==> src/rtl/tt_um_semis_uabc_diff_tx.sv <==
// Differential UART-style byte transmitter: START, 8 data bits LSB first, even parity, STOP,
// with a selectable bit period and a TXP/TXN pair that idles at mark or floats to common-mode.
module tt_um_semis_uabc_diff_tx (
    input  logic       clk,
    input  logic       rst_n,
    input  logic       ena,
    input  logic [7:0] ui_in,
    input  logic [7:0] uio_in,
    output logic [7:0] uo_out,
    output logic [7:0] uio_out,
    output logic [7:0] uio_oe
);

    typedef enum logic [2:0] {
        IDLE   = 3'd0,
        START  = 3'd1,
        DATA   = 3'd2,
        PARITY = 3'd3,
        STOP   = 3'd4
    } state_t;

    state_t      state_q;
    logic [7:0]  data_q;
    logic [1:0]  div_sel_q;
    logic [5:0]  div_cnt_q;
    logic [2:0]  bit_cnt_q;
    logic        ret_q;
    logic        send_meta_q;
    logic        send_sync_q;
    logic        send_prev_q;
    logic        en_meta_q;
    logic        en_sync_q;
    logic        txp_q;
    logic        txn_q;
    logic        busy_q;
    logic        done_q;

    logic        send_edge_s;
    logic        bit_end_s;
    logic        line_bit_s;
    logic        unused_s;

    // Last divider count of a bit period for each DIVSEL code.
    function automatic logic [5:0] div_limit(input logic [1:0] sel);
        logic [5:0] lim;
        case (sel)
            2'b00:   lim = 6'd0;
            2'b01:   lim = 6'd3;
            2'b10:   lim = 6'd15;
            2'b11:   lim = 6'd63;
            default: lim = 6'd0;
        endcase
        return lim;
    endfunction

    function automatic logic even_parity8(input logic [7:0] d);
        return ^d;
    endfunction

    assign unused_s = &{1'b0, ena, uio_in[7:4]};

    // Two-flop synchronizers for SEND and TX_EN plus the SEND history flop for edge detection.
    always_ff @(posedge clk or negedge rst_n) begin
        if (!rst_n) begin
            send_meta_q <= 1'b0;
            send_sync_q <= 1'b0;
            send_prev_q <= 1'b0;
            en_meta_q   <= 1'b0;
            en_sync_q   <= 1'b0;
        end else begin
            send_meta_q <= uio_in[0];
            send_sync_q <= send_meta_q;
            send_prev_q <= send_sync_q;
            en_meta_q   <= uio_in[1];
            en_sync_q   <= en_meta_q;
        end
    end

    // Edge detect, bit-boundary detect and the line level the current state calls for.
    always_comb begin
        send_edge_s = send_sync_q & ~send_prev_q;
        bit_end_s   = (div_cnt_q == div_limit(div_sel_q));
        line_bit_s  = 1'b1;
        case (state_q)
            IDLE:    line_bit_s = 1'b1;
            START:   line_bit_s = 1'b0;
            DATA:    line_bit_s = data_q[bit_cnt_q];
            PARITY:  line_bit_s = even_parity8(data_q);
            STOP:    line_bit_s = 1'b1;
            default: line_bit_s = 1'b1;
        endcase
    end

    // Frame sequencer and registered line/status outputs.
    always_ff @(posedge clk or negedge rst_n) begin
        if (!rst_n) begin
            state_q   <= IDLE;
            data_q    <= 8'd0;
            div_sel_q <= 2'd0;
            div_cnt_q <= 6'd0;
            bit_cnt_q <= 3'd0;
            ret_q     <= 1'b0;
            txp_q     <= 1'b0;
            txn_q     <= 1'b0;
            busy_q    <= 1'b0;
            done_q    <= 1'b0;
        end else begin
            // Outputs follow the state held during the previous cycle; disable wins immediately.
            txp_q  <= en_sync_q & line_bit_s;
            txn_q  <= en_sync_q & ~line_bit_s;
            busy_q <= en_sync_q & (state_q != IDLE);
            done_q <= ret_q;
            ret_q  <= 1'b0;

            if ((state_q != IDLE) && !en_sync_q) begin
                state_q   <= IDLE;
                div_cnt_q <= 6'd0;
                bit_cnt_q <= 3'd0;
            end else begin
                case (state_q)
                    IDLE: begin
                        // ret_q marks the cycle right after STOP, where a new edge is dropped.
                        if (en_sync_q && send_edge_s && !ret_q) begin
                            data_q    <= ui_in;
                            div_sel_q <= uio_in[3:2];
                            div_cnt_q <= 6'd0;
                            bit_cnt_q <= 3'd0;
                            state_q   <= START;
                        end else begin
                            state_q <= IDLE;
                        end
                    end
                    START: begin
                        if (bit_end_s) begin
                            div_cnt_q <= 6'd0;
                            state_q   <= DATA;
                        end else begin
                            div_cnt_q <= div_cnt_q + 6'd1;
                        end
                    end
                    DATA: begin
                        if (bit_end_s) begin
                            div_cnt_q <= 6'd0;
                            if (bit_cnt_q == 3'd7) begin
                                bit_cnt_q <= 3'd0;
                                state_q   <= PARITY;
                            end else begin
                                bit_cnt_q <= bit_cnt_q + 3'd1;
                            end
                        end else begin
                            div_cnt_q <= div_cnt_q + 6'd1;
                        end
                    end
                    PARITY: begin
                        if (bit_end_s) begin
                            div_cnt_q <= 6'd0;
                            state_q   <= STOP;
                        end else begin
                            div_cnt_q <= div_cnt_q + 6'd1;
                        end
                    end
                    STOP: begin
                        if (bit_end_s) begin
                            div_cnt_q <= 6'd0;
                            ret_q     <= 1'b1;
                            state_q   <= IDLE;
                        end else begin
                            div_cnt_q <= div_cnt_q + 6'd1;
                        end
                    end
                    default: begin
                        state_q   <= IDLE;
                        div_cnt_q <= 6'd0;
                        bit_cnt_q <= 3'd0;
                    end
                endcase
            end
        end
    end

    assign uo_out  = {4'b0000, done_q, busy_q, txn_q, txp_q};
    assign uio_out = 8'h00;
    assign uio_oe  = 8'h00;

endmodule

==> config.mk <==
export PLATFORM = sky130hd
export DESIGN_NAME = tt_um_semis_uabc_diff_tx
export DESIGN_NICKNAME = d
export VERILOG_FILES = /design/src/rtl/tt_um_semis_uabc_diff_tx.sv
export SDC_FILE = /design/constraint.sdc
export NUM_CORES = 1
export LEC_CHECK = 0
export CORE_MARGIN = 1
export CORE_UTILIZATION = 52
export DETAILED_ROUTE_END_ITERATION = 12
export PLACE_DENSITY_LB_ADDON = 0.12
export SLEW_MARGIN = 20
export SYNTH_ARGS = -nofsm -noshare
export SYNTH_HDL_FRONTEND = slang
export SYNTH_SLANG_ARGS = --single-unit
==> constraint.sdc <==
create_clock -name clk -period 2.8 [get_ports clk]
set_input_delay 0.42 -clock clk [delete_from_list [all_inputs] [get_ports clk]]
set_output_delay 0.42 -clock clk [all_outputs]
set_load 0.005 [all_outputs]
==> results of run 1 <==
area by class of cell:
| cell class | count | area [um2] |
|---|---|---|
| inverters | 4 | 15.0 |
| clock inverters | 2 | 10.0 |
| multi-input cells | 112 | 764 |
| clock buffers | 6 | 51.3 |
| flip-flops and latches | 32 | 801 |
| well taps | 44 | 55.1 |
| fillers | 255 | 1230 |
| repair buffers | 18 | 178 |
state kept, by name, indices dropped and copies added (netlist names), 2 cells and up:
signal	count
div_sel_q	2
div_cnt_q	6
state_q	3
bit_cnt_q	3
data_q	8
where the power goes:
part / internal (W) / total (W) / switching [W]
Combinational: 0.000119 / 0.000215 / 0.0000961
Sequential: 0.000505 / 0.000551 / 0.0000458
Clock: 0.000119 / 0.000276 / 0.000157
cells in the mapped netlist, types with 2 or more instances:
cell type  instances
mux2i_1            2
o211ai_1           2
xnor2_1            6
ha_1               3
clkbuf_1           2
nand2_1           14
mux2_2            10
o21ai_0            5
buf_2              2
mux4_2             2
buf_6              2
nor3_1             3
a22o_1             3
nor2_1             9
xor2_1             2
a32o_1             2
o21a_1             3
dfrtp_1           32
inv_1              4
nand3_1            6
or4_1              2
buf_4             24
layer usage:
layer,vias up,GRT usage (%),share of wire (%)
met5,-,0,0
met4,0,6.98,1.1
met3,5,7.79,5.6
met2,43,30.2,52
met1,544,21.0,42
li1,544,-,-
per-stage QoR:
step / cells / hold WS, ps
floorplan: 179 / 124
global route: 218 / 369
detailed placement: 210 / 336
CTS: 218 / 359
finish: 218 / 357
global placement: 210 / 332
worst max-delay path: stages, from the launching register on:
cell and delay, ps:
dfrtp_1 480, and4bb_2 260, o21a_1 170, o21ai_2 420, nand2_1 240, o311ai_0 350
worst min-delay path by stage:
stage | startpoint | to | slack [ps]
6_report | send_meta_q$_DFF_PN0_ | send_sync_q$_DFF_PN0_ | 360
3_3_place_gp | en_meta_q$_DFF_PN0_ | en_sync_q$_DFF_PN0_ | 330
3_5_place_dp | send_meta_q$_DFF_PN0_ | send_sync_q$_DFF_PN0_ | 340
4_1_cts | send_meta_q$_DFF_PN0_ | send_sync_q$_DFF_PN0_ | 360
2_1_floorplan | rst_n | bit_cnt_q[0]$_DFFE_PN0P_ | 120
5_1_grt | send_meta_q$_DFF_PN0_ | send_sync_q$_DFF_PN0_ | 370
cells by family (layout without fill, tap and decap cells):
| kind of cell | after synthesis | in the layout |
|---|---|---|
| XOR/XNOR | 8 | 8 |
| other | 1 | 20 |
| AND/OR/NAND/NOR | 42 | 42 |
| flip-flops | 32 | 32 |
| adder cells (fa/ha/maj) | 3 | 3 |
| multiplexers | 14 | 14 |
| buffers and inverters | 35 | 30 |
| AO/OA/AOI/OAI | 25 | 25 |
cell usage in the layout (no fill, tap or decap), drive strengths merged, types with 2 or more instances in the layout:
cell type and n:
dfrtp 32, conb 20, clkdlybuf4s50 17, nand2 14
mux2 10, nor2 9, xnor2 6, nand3 6
o21ai 6, clkbuf 6, inv 4, nor3 4
o21a 3, a22o 3, ha 3, xor2 2
mux4 2, mux2i 2, a32o 2, or4 2
o211ai 2, clkinv 2
==> key figures, run 1 <==
Clocking
  • CTS Root Cell: clkbuf_4
  • CTS tree: built
  • Number of buffers created by CTS: 5
  • CTS resizes: 0
  • Clock buffer depth: 2
  • Clock sink total: 32
  • Clock Latency Late Sink: 330 ps
  • CTS H-Tree Depth: 2
  • Clk slew on worst S/H paths: 100 ps
  • Setup Fix Bufs, Post-CTS: 0
  • Post-CTS Hold Fix Bufs: 0

Synth
  • Post-synthesis mux area share: 10.3%
  • Post-synthesis compound-gate area fraction: 10.8%
  • Xor/xnor cell area share of the yosys netlist: 4.04%
  • YS warnings: 0
  • Combinational family with the most area after synthesis: buffers and inverters
  • Mapped cell area: 1730 um2
  • Synth area leader: dfrtp_1
  • Post-synth top flop: dfrtp_1
  • Post-synthesis adder-cell area fraction: 2.17%
  • Count of cell types in the netlist: 42
  • Avg Inst Size Synth: 10.8 um2
  • Post-synth EDFFs: 0
  • Post-Synthesis Cells: 160
  • Ys async rst share: 100%
  • Synth Register Bits: 32
  • Synth top area share: 46.2%
  • Simple-gate area share of the yosys netlist: 12.5%
  • Seq/Total Area, Yosys: 46.2%
  • Synth top area cells: dfrtp_1 (46%), buf_4 (10%), mux2_2 (6.5%)

Floorplan
  • Die ar.: 3570 um2
  • Overall die height: 59.7 um
  • I/O Pins: 43
  • Chip width: 59.7 um
  • Placeable Area: 3100 um2
  • Row count: 20
  • Starting density of the core: 55.8%

Placed design
  • Port bufs: 17
  • Gpl congestion: 0.815
  • Worst slack, placed: 803 ps
  • Dpl hpwl: 1950 um
  • Cell Area, Placed: 1810 um2

Routing
  • DRT Wirelength: 2710 um
  • Drt drc: 0
  • Wire per inst: 12.4 um
  • Post-DR vias/cell: 5.21
  • Via count: 1136
  • DR pass1 iterations: 5
  • ANT nets after route: 0
  • Initial DRC count: 28

Pwr
  • PwrDens: 556 nW/um2
  • Max VDD drop: 0.360 mV
  • Lkg Pwr: 0.818 nW
  • Total power: 0.00104 W

Cells and area
  • Final instance area: 1870 um2
  • Final core occ: 60.4%
  • Area Growth Syn to Fin: 8.16%
  • Nets: 195
  • ANT cells: 0
  • Share of post-route cells with drive strength above 1: 14.4%

Worst setup path
  • Worst Setup Start Kind: flip-flop
  • Maximum fanout along the worst path: 11
  • R2R Setup Slk: 770 ps
  • CP arrival: 2250 ps
  • Reg2Reg Capture Point: div_cnt_q[2]$_DFFE_PN0N_
  • Worst EP required: 3020 ps
  • Crit end category: flip-flop
  • Worst setup path endpoint: div_cnt_q[2]$_DFFE_PN0N_
  • Crit path from: div_cnt_q[2]$_DFFE_PN0N_
  • Critical path class: flip-flop to flip-flop
  • Reg2Reg Depth: 5
  • RR Startpoint: div_cnt_q[2]$_DFFE_PN0N_

STA
  • Hold Fails Final Rpt: 0
  • Endpoints failing setup: 0
  • Tcrit/Tclk final: 72.6%
  • Min cycle time layout: 2030 ps
  • RSZ-0062 raised after global routing: false
  • Fin. max-slew vios: 0
  • Peak Freq: 492 MHz
  • Relative slew slack: 61.0%
  • Fin Setup TNS: 0 ps
  • Worst-Margin Slew: 584 ps
  • Worst Setup Slack, final: 768 ps
  • Final Skew: 8.16 ps

Run
  • Max-cap violations: 0

Global route
  • GRT overflow: 0
  • First-pass GRT wire length: 4700 um
  • Initial antenna violation count: 0
  • Total track usage: 18.3%
  • Vias in the first global route: 1084
  • Largest net degree at the start of global routing: 33

Min path
  • Worst Hold Depth: 0
  • Hold Crit Class: flip-flop to flip-flop

Outcome
  • Status: completed
(Power assumes the default switching activity.)
==> inputs of run 2 (changes only) <==
--- a/config.mk
+++ b/config.mk
@@ -6,7 +6,7 @@
 export NUM_CORES = 1
 export LEC_CHECK = 0
 export CORE_MARGIN = 1
-export CORE_UTILIZATION = 52
+export CORE_UTILIZATION = 49
 export DETAILED_ROUTE_END_ITERATION = 12
 export PLACE_DENSITY_LB_ADDON = 0.12
 export SLEW_MARGIN = 20
==> constraint.sdc (replaced) <==
create_clock -name clk -period 2 [get_ports clk]
set_input_delay 0.3 -clock clk [delete_from_list [all_inputs] [get_ports clk]]
set_output_delay 0.3 -clock clk [all_outputs]
set_load 0.005 [all_outputs]
==> key figures, run 2 (synthesized netlist as in run 1, its figures left out) <==
Worst setup path
  • Critical path class: flip-flop to flip-flop
  • Crit end category: flip-flop
  • RR Startpoint: div_cnt_q[3]$_DFFE_PN0N_
  • Worst EP required: 2220 ps
  • Worst Setup Start Kind: flip-flop
  • CP arrival: 2100 ps
  • Maximum fanout along the worst path: 9
  • Reg2Reg Capture Point: bit_cnt_q[1]$_DFFE_PN0P_
  • Reg2Reg Depth: 5
  • R2R Setup Slk: 120 ps

STA
  • Fin. max-slew vios: 0
  • Fin Setup TNS: 0 ps
  • Final Skew: 9.65 ps
  • Hold Fails Final Rpt: 0
  • Relative slew slack: 66.9%
  • RSZ-0062 raised after global routing: false
  • Peak Freq: 532 MHz
  • Endpoints failing setup: 0
  • Min cycle time layout: 1880 ps
  • Worst-Margin Slew: 490 ps
  • Tcrit/Tclk final: 94.0%

Clocking
  • CTS Root Cell: clkbuf_4
  • Number of buffers created by CTS: 5
  • Clock sink total: 32
  • CTS tree: built
  • Clock Latency Late Sink: 330 ps
  • Clk slew on worst S/H paths: 100 ps
  • CTS H-Tree Depth: 2
  • Clock buffer depth: 2

Cells and area
  • Share of post-route cells with drive strength above 1: 18.1%
  • Final instance area: 1970 um2
  • Area Growth Syn to Fin: 13.5%
  • Most frequent cells in the layout: dfrtp_1 (32), conb_1 (20), clkdlybuf4s50_1 (17)
  • ANT cells: 0
  • Max FFs per register: 8
  • Nets: 203
  • Top reg by flops: data_q
  • Most common cell after layout, fill and taps aside: dfrtp_1
  • Biggest regs: data_q x8, div_cnt_q x6

Global route
  • GRT overflow: 0
  • Largest net degree at the start of global routing: 33
  • First-pass GRT wire length: 4590 um
  • Total track usage: 17.4%
  • Vias in the first global route: 1099
  • Initial antenna violation count: 0

Floorplan
  • I/O Pins: 43
  • Chip width: 61.5 um
  • Overall die height: 61.5 um
  • Row count: 21
  • Die ar.: 3780 um2
  • Placeable Area: 3360 um2
  • Starting density of the core: 51.5%

Pwr
  • Max VDD drop: 0.580 mV
  • Lkg Pwr: 0.863 nW
  • Total power: 0.00158 W
  • PwrDens: 806 nW/um2

Outcome
  • Status: completed

Routing
  • Wire per inst: 12.0 um
  • Post-DR vias/cell: 5.05
  • Via count: 1151
  • ANT nets after route: 0
  • Drt drc: 0
  • DRT Wirelength: 2730 um
  • Initial DRC count: 34
  • DR pass1 iterations: 4

Placed design
  • Cell Area, Placed: 1880 um2
  • Dpl hpwl: 2000 um
  • Gpl congestion: 0.827
  • Port bufs: 17

Run
  • Max-cap violations: 0

Min path
  • Hold Crit Class: primary input to asynchronous set/reset pin
-- run 2: changes by cell type in the layout (fill, tap and decap cells not counted) --
cell	previous run	this run
a32oi_1	1	0
a32oi_2	0	1
buf_4	1	9
bufinv_16	0	1
clkbuf_1	0	1
clkbuf_8	1	0
clkinv_2	2	1
o21ai_2	1	0
o21ai_4	0	1
-- run 2: area by class of cell --
class	instances	area, um2
repair buffers	26	238
multi-input cells	112	779
well taps	46	57.6
clock inverters	2	35.0
flip-flops and latches	32	801
clock buffers	6	41.3
fillers	305	1400
inverters	4	15.0
-- run 2: how the worst max path moves through the flow --
stage | start | cells past startpoint | slack (ps) | endpoint
final | div_cnt_q[3]$_DFFE_PN0N_ | 5 | 120 | bit_cnt_q[1]$_DFFE_PN0P_
after global routing | div_cnt_q[3]$_DFFE_PN0N_ | 5 | 20 | div_cnt_q[2]$_DFFE_PN0N_
after CTS | div_sel_q[0]$_DFFE_PN0P_ | 5 | 130 | bit_cnt_q[0]$_DFFE_PN0P_
after detailed placement | div_sel_q[0]$_DFFE_PN0P_ | 5 | 140 | bit_cnt_q[0]$_DFFE_PN0P_
after global placement | div_cnt_q[3]$_DFFE_PN0N_ | 5 | 140 | div_cnt_q[2]$_DFFE_PN0N_
after floorplan | div_cnt_q[0]$_DFFE_PN0N_ | 6 | 230 | state_q[2]$_DFFE_PN0P_
-- run 2: routing by layer --
| layer | track usage [%] | wire length (um) |
|---|---|---|
| met5 | 0 | 0 |
| met4 | 9.84 | 44 |
| met3 | 4.41 | 140 |
| met2 | 30.0 | 1400 |
| met1 | 19.7 | 1150 |
-- run 2: worst max-delay path, stage by stage, from the launching register on --
cell	delay, ps
dfrtp_1	470
or4_1	540
nor2_1	180
o21ai_4	120
a21o_1	230
a22o_1	230
-- run 2: where the power goes --
group          switching [W]  internal [W]
clock               0.000215      0.000262
combinational       0.000155      0.000190
sequential         0.0000562      0.000708
total               0.000426       0.00116
-- run 2: stage by stage --
stage          cells  setup slack [ps]  hold slack (ps)  util [%]
2_1_floorplan    179               226             4.41         -
3_3_place_gp     220               143              333      55.8
3_5_place_dp     220               137              342      55.8
4_1_cts          228               126              362      58.0
5_1_grt          228              24.9              378      58.5
6_report         228               120              358      58.5
-- run 2: repair_timing --
item                       in CTS  in global routing
buffers inserted                0                  0
resized for setup               0                  2
hold buffers                    0                  0
setup endpoints to repair       0                  1
==> inputs of run 3 (changes only) <==
--- a/config.mk
+++ b/config.mk
@@ -9,6 +9,7 @@
 export CORE_UTILIZATION = 49
 export DETAILED_ROUTE_END_ITERATION = 12
 export PLACE_DENSITY_LB_ADDON = 0.12
+export SKIP_CTS_REPAIR_TIMING = 1
 export SLEW_MARGIN = 20
 export SYNTH_ARGS = -nofsm -noshare
 export SYNTH_HDL_FRONTEND = slang
==> results of run 3 <==
The final DEF is identical to that of run 2; final timing and power are the same.
==> edit, RTL diff (flow settings as in run 3) <==
Add an input register stage for `ena`, `ui_in` and `uio_in`, cleared by the reset; this delays them by one clock.
--- a/src/rtl/tt_um_semis_uabc_diff_tx.sv
+++ b/src/rtl/tt_um_semis_uabc_diff_tx.sv
@@ -18,6 +18,22 @@
         PARITY = 3'd3,
         STOP   = 3'd4
     } state_t;
+
+    logic ena_q;
+    logic [7:0] ui_q;
+    logic [7:0] uio_q;
+
+    always_ff @(posedge clk or negedge rst_n) begin
+        if (!rst_n) begin
+            ena_q <= '0;
+            ui_q  <= '0;
+            uio_q <= '0;
+        end else begin
+            ena_q <= ena;
+            ui_q  <= ui_in;
+            uio_q <= uio_in;
+        end
+    end
 
     state_t      state_q;
     logic [7:0]  data_q;
@@ -57,7 +73,7 @@
         return ^d;
     endfunction
 
-    assign unused_s = &{1'b0, ena, uio_in[7:4]};
+    assign unused_s = &{1'b0, ena_q, uio_q[7:4]};
 
     // Two-flop synchronizers for SEND and TX_EN plus the SEND history flop for edge detection.
     always_ff @(posedge clk or negedge rst_n) begin
@@ -68,10 +84,10 @@
             en_meta_q   <= 1'b0;
             en_sync_q   <= 1'b0;
         end else begin
-            send_meta_q <= uio_in[0];
+            send_meta_q <= uio_q[0];
             send_sync_q <= send_meta_q;
             send_prev_q <= send_sync_q;
-            en_meta_q   <= uio_in[1];
+            en_meta_q   <= uio_q[1];
             en_sync_q   <= en_meta_q;
         end
     end
@@ -121,8 +137,8 @@
                     IDLE: begin
                         // ret_q marks the cycle right after STOP, where a new edge is dropped.
                         if (en_sync_q && send_edge_s && !ret_q) begin
-                            data_q    <= ui_in;
-                            div_sel_q <= uio_in[3:2];
+                            data_q    <= ui_q;
+                            div_sel_q <= uio_q[3:2];
                             div_cnt_q <= 6'd0;
                             bit_cnt_q <= 3'd0;
                             state_q   <= START;
Formal check against the unedited RTL: not equivalent (a bounded check fails within 4 cycles, from zero or initial values and one cycle with rst_n low).
==> edit against run 3 <==
Total power is 40% higher; wire length is 12% higher; sequential cell count is 12 higher; area after synthesis is 20% higher; worst setup slack better by 8.3 ps; design area is 19% higher; fmax is 0.44% higher; die area is 20% higher; critical endpoint is now state_q[0].
==> edit: results (changes against run 3) <==
Yosys
  • Sequential area share after synthesis: 0.529 (was 0.462)
  • Synth Area in Compound Gates: 0.101 (was 0.108)
  • Synthesized area per cell: 12.1 µm² (was 10.8 µm²)
  • Xor/xnor share of the synthesized area: 0.0336 (was 0.0404)
  • Synth cell count leaders: dfrtp_1 (44), buf_4 (24), mux2_2 (12) (was dfrtp_1 (32), buf_4 (24), nand2_1 (14))
  • Mux cell area share after synthesis: 0.107 (was 0.103)
  • Ranking of synthesized cells by area: dfrtp_1 (53%), buf_4 (8.6%), mux2_2 (6.5%) (was dfrtp_1 (46%), buf_4 (10%), mux2_2 (6.5%))
  • Post-Synth Adder-Cell Area: 0.0180 (was 0.0217)
  • Synth cell types: 43 (was 42)

Finish
  • Top flop regs: data_q x8, ui_q x8, div_cnt_q x6 (was data_q x8, div_cnt_q x6)
  • Final Non-Filler Cells: 240 (was 228)
  • Final nets: 212 (was 203)
  • ANT cells: 0 (unchanged)
  • Fill cells: 322 (was 305)
  • P&R area growth vs syn: 12.1% (was 13.5%)
  • Layout cells sized above 1: 0.163 (was 0.181)

Placed design
  • DP Cell Count: 233 (was 220)
  • GPL Wtd Cong: 0.835 (was 0.827)
  • DP HPWL: 2180 µm (was 2000 µm)
  • Buffers on Ports: 17 (unchanged)
  • Placed Instance Area: 0.00221 mm² (was 0.00188 mm²)

Critical path
  • Crit path max-delay family: compound AO/OA/AOI/OAI gates (was simple AND/OR/NAND/NOR gates)
  • FF-to-FF End: state_q[0] (was bit_cnt_q[1])
  • Crit path max-delay cell type: dfrtp_1 (was or4_1)
  • Critical Path Max Stage Delay: 480 ps (was 540 ps)
  • Arrival time at the worst endpoint: 2050 ps (was 2100 ps)
  • R2R depth: 4 (was 5)
  • Reg2reg start: div_sel_q[1] (was div_cnt_q[3])
  • Crit path kind: reg -> reg (unchanged)
  • R2r setup slk: 130 ps

Worst hold path
  • Hold Crit Class: in -> async (unchanged)

Power
  • Comb pwr share: 0.177 (was 0.218)
  • VDD IR max: 0.517 mV (was 0.580 mV)
  • Internal: 1.67 mW (was 1.16 mW)
  • Design Power: 2.22 mW (was 1.58 mW)
  • Clock group share of total power: 0.347 (was 0.301)
  • P_leak: 1.04 nW (was 0.863 nW)

GRT
  • First-pass GRT wire length: 5120 µm (was 4590 µm)
  • Antenna violations before repair: 0 (unchanged)
  • Vias in the first global route: 1110 (was 1099)
  • Global Route Usage Sum: 0.156 (was 0.174)
  • Pin count of the biggest net entering global routing: 45 (was 33)

Clock tree
  • Root Driver: clkbuf_8 (was clkbuf_4)
  • Clk_lat worst skew: 290 ps (was 330 ps)
  • Clock-pin slew on the worst setup and hold paths: 80 ps (was 100 ps)
  • Total number of H-tree levels: 2 (unchanged)
  • Total CTS buffers: 5 (unchanged)

Routing
  • DR vias/cell: 5.20 (was 5.05)
  • Total routed wirelength: 3060 µm (was 2730 µm)
  • DR iter-0 viols: 69 (was 34)

STA
  • Post-route clock period utilization: 0.936 (was 0.940)
  • Relative slew slack: 0.648 (was 0.669)
  • Clk_skew: 5.42 ps (was 9.65 ps)

Outcome
  • Status: completed (unchanged)
edit: changes by cell type after synthesis, moves of 3 or more:
cell,change
a22o_1,-3
dfrtp_1,+12
nand2_1,-3
nand3_1,-3
or3_1,+3
edit: worst min path at each step:
stage,from,to,slack [ps],depth (start not counted)
after global routing,rst_n,uio_q[3],100,2
final,rst_n,uio_q[2],50,2
after floorplan,rst_n,bit_cnt_q[0],4,0
after CTS,rst_n,uio_q[3],80,2
after detailed placement,en_meta_q,en_sync_q,340,0
after global placement,uio_q[0],send_meta_q,330,0
edit: final cells by class:
type                            instances  share of cell area
Sequential cell                        44               0.471
Multi-Input combinational cell        114               0.358
Timing Repair Buffer                   20              0.0803
Clock buffer                            5              0.0295
Tap cell                               50              0.0268
Clock inverter                          2              0.0257
Inverter                                5             0.00803
edit: metal layers:
layer  routed length, µm  up-vias  global-route usage
met2                1490       52               0.250
met3                 162        8              0.0473
met1                1340      598               0.195
met5                   0        -                   0
met4                  67        0              0.0691
li1                    -      589                   -
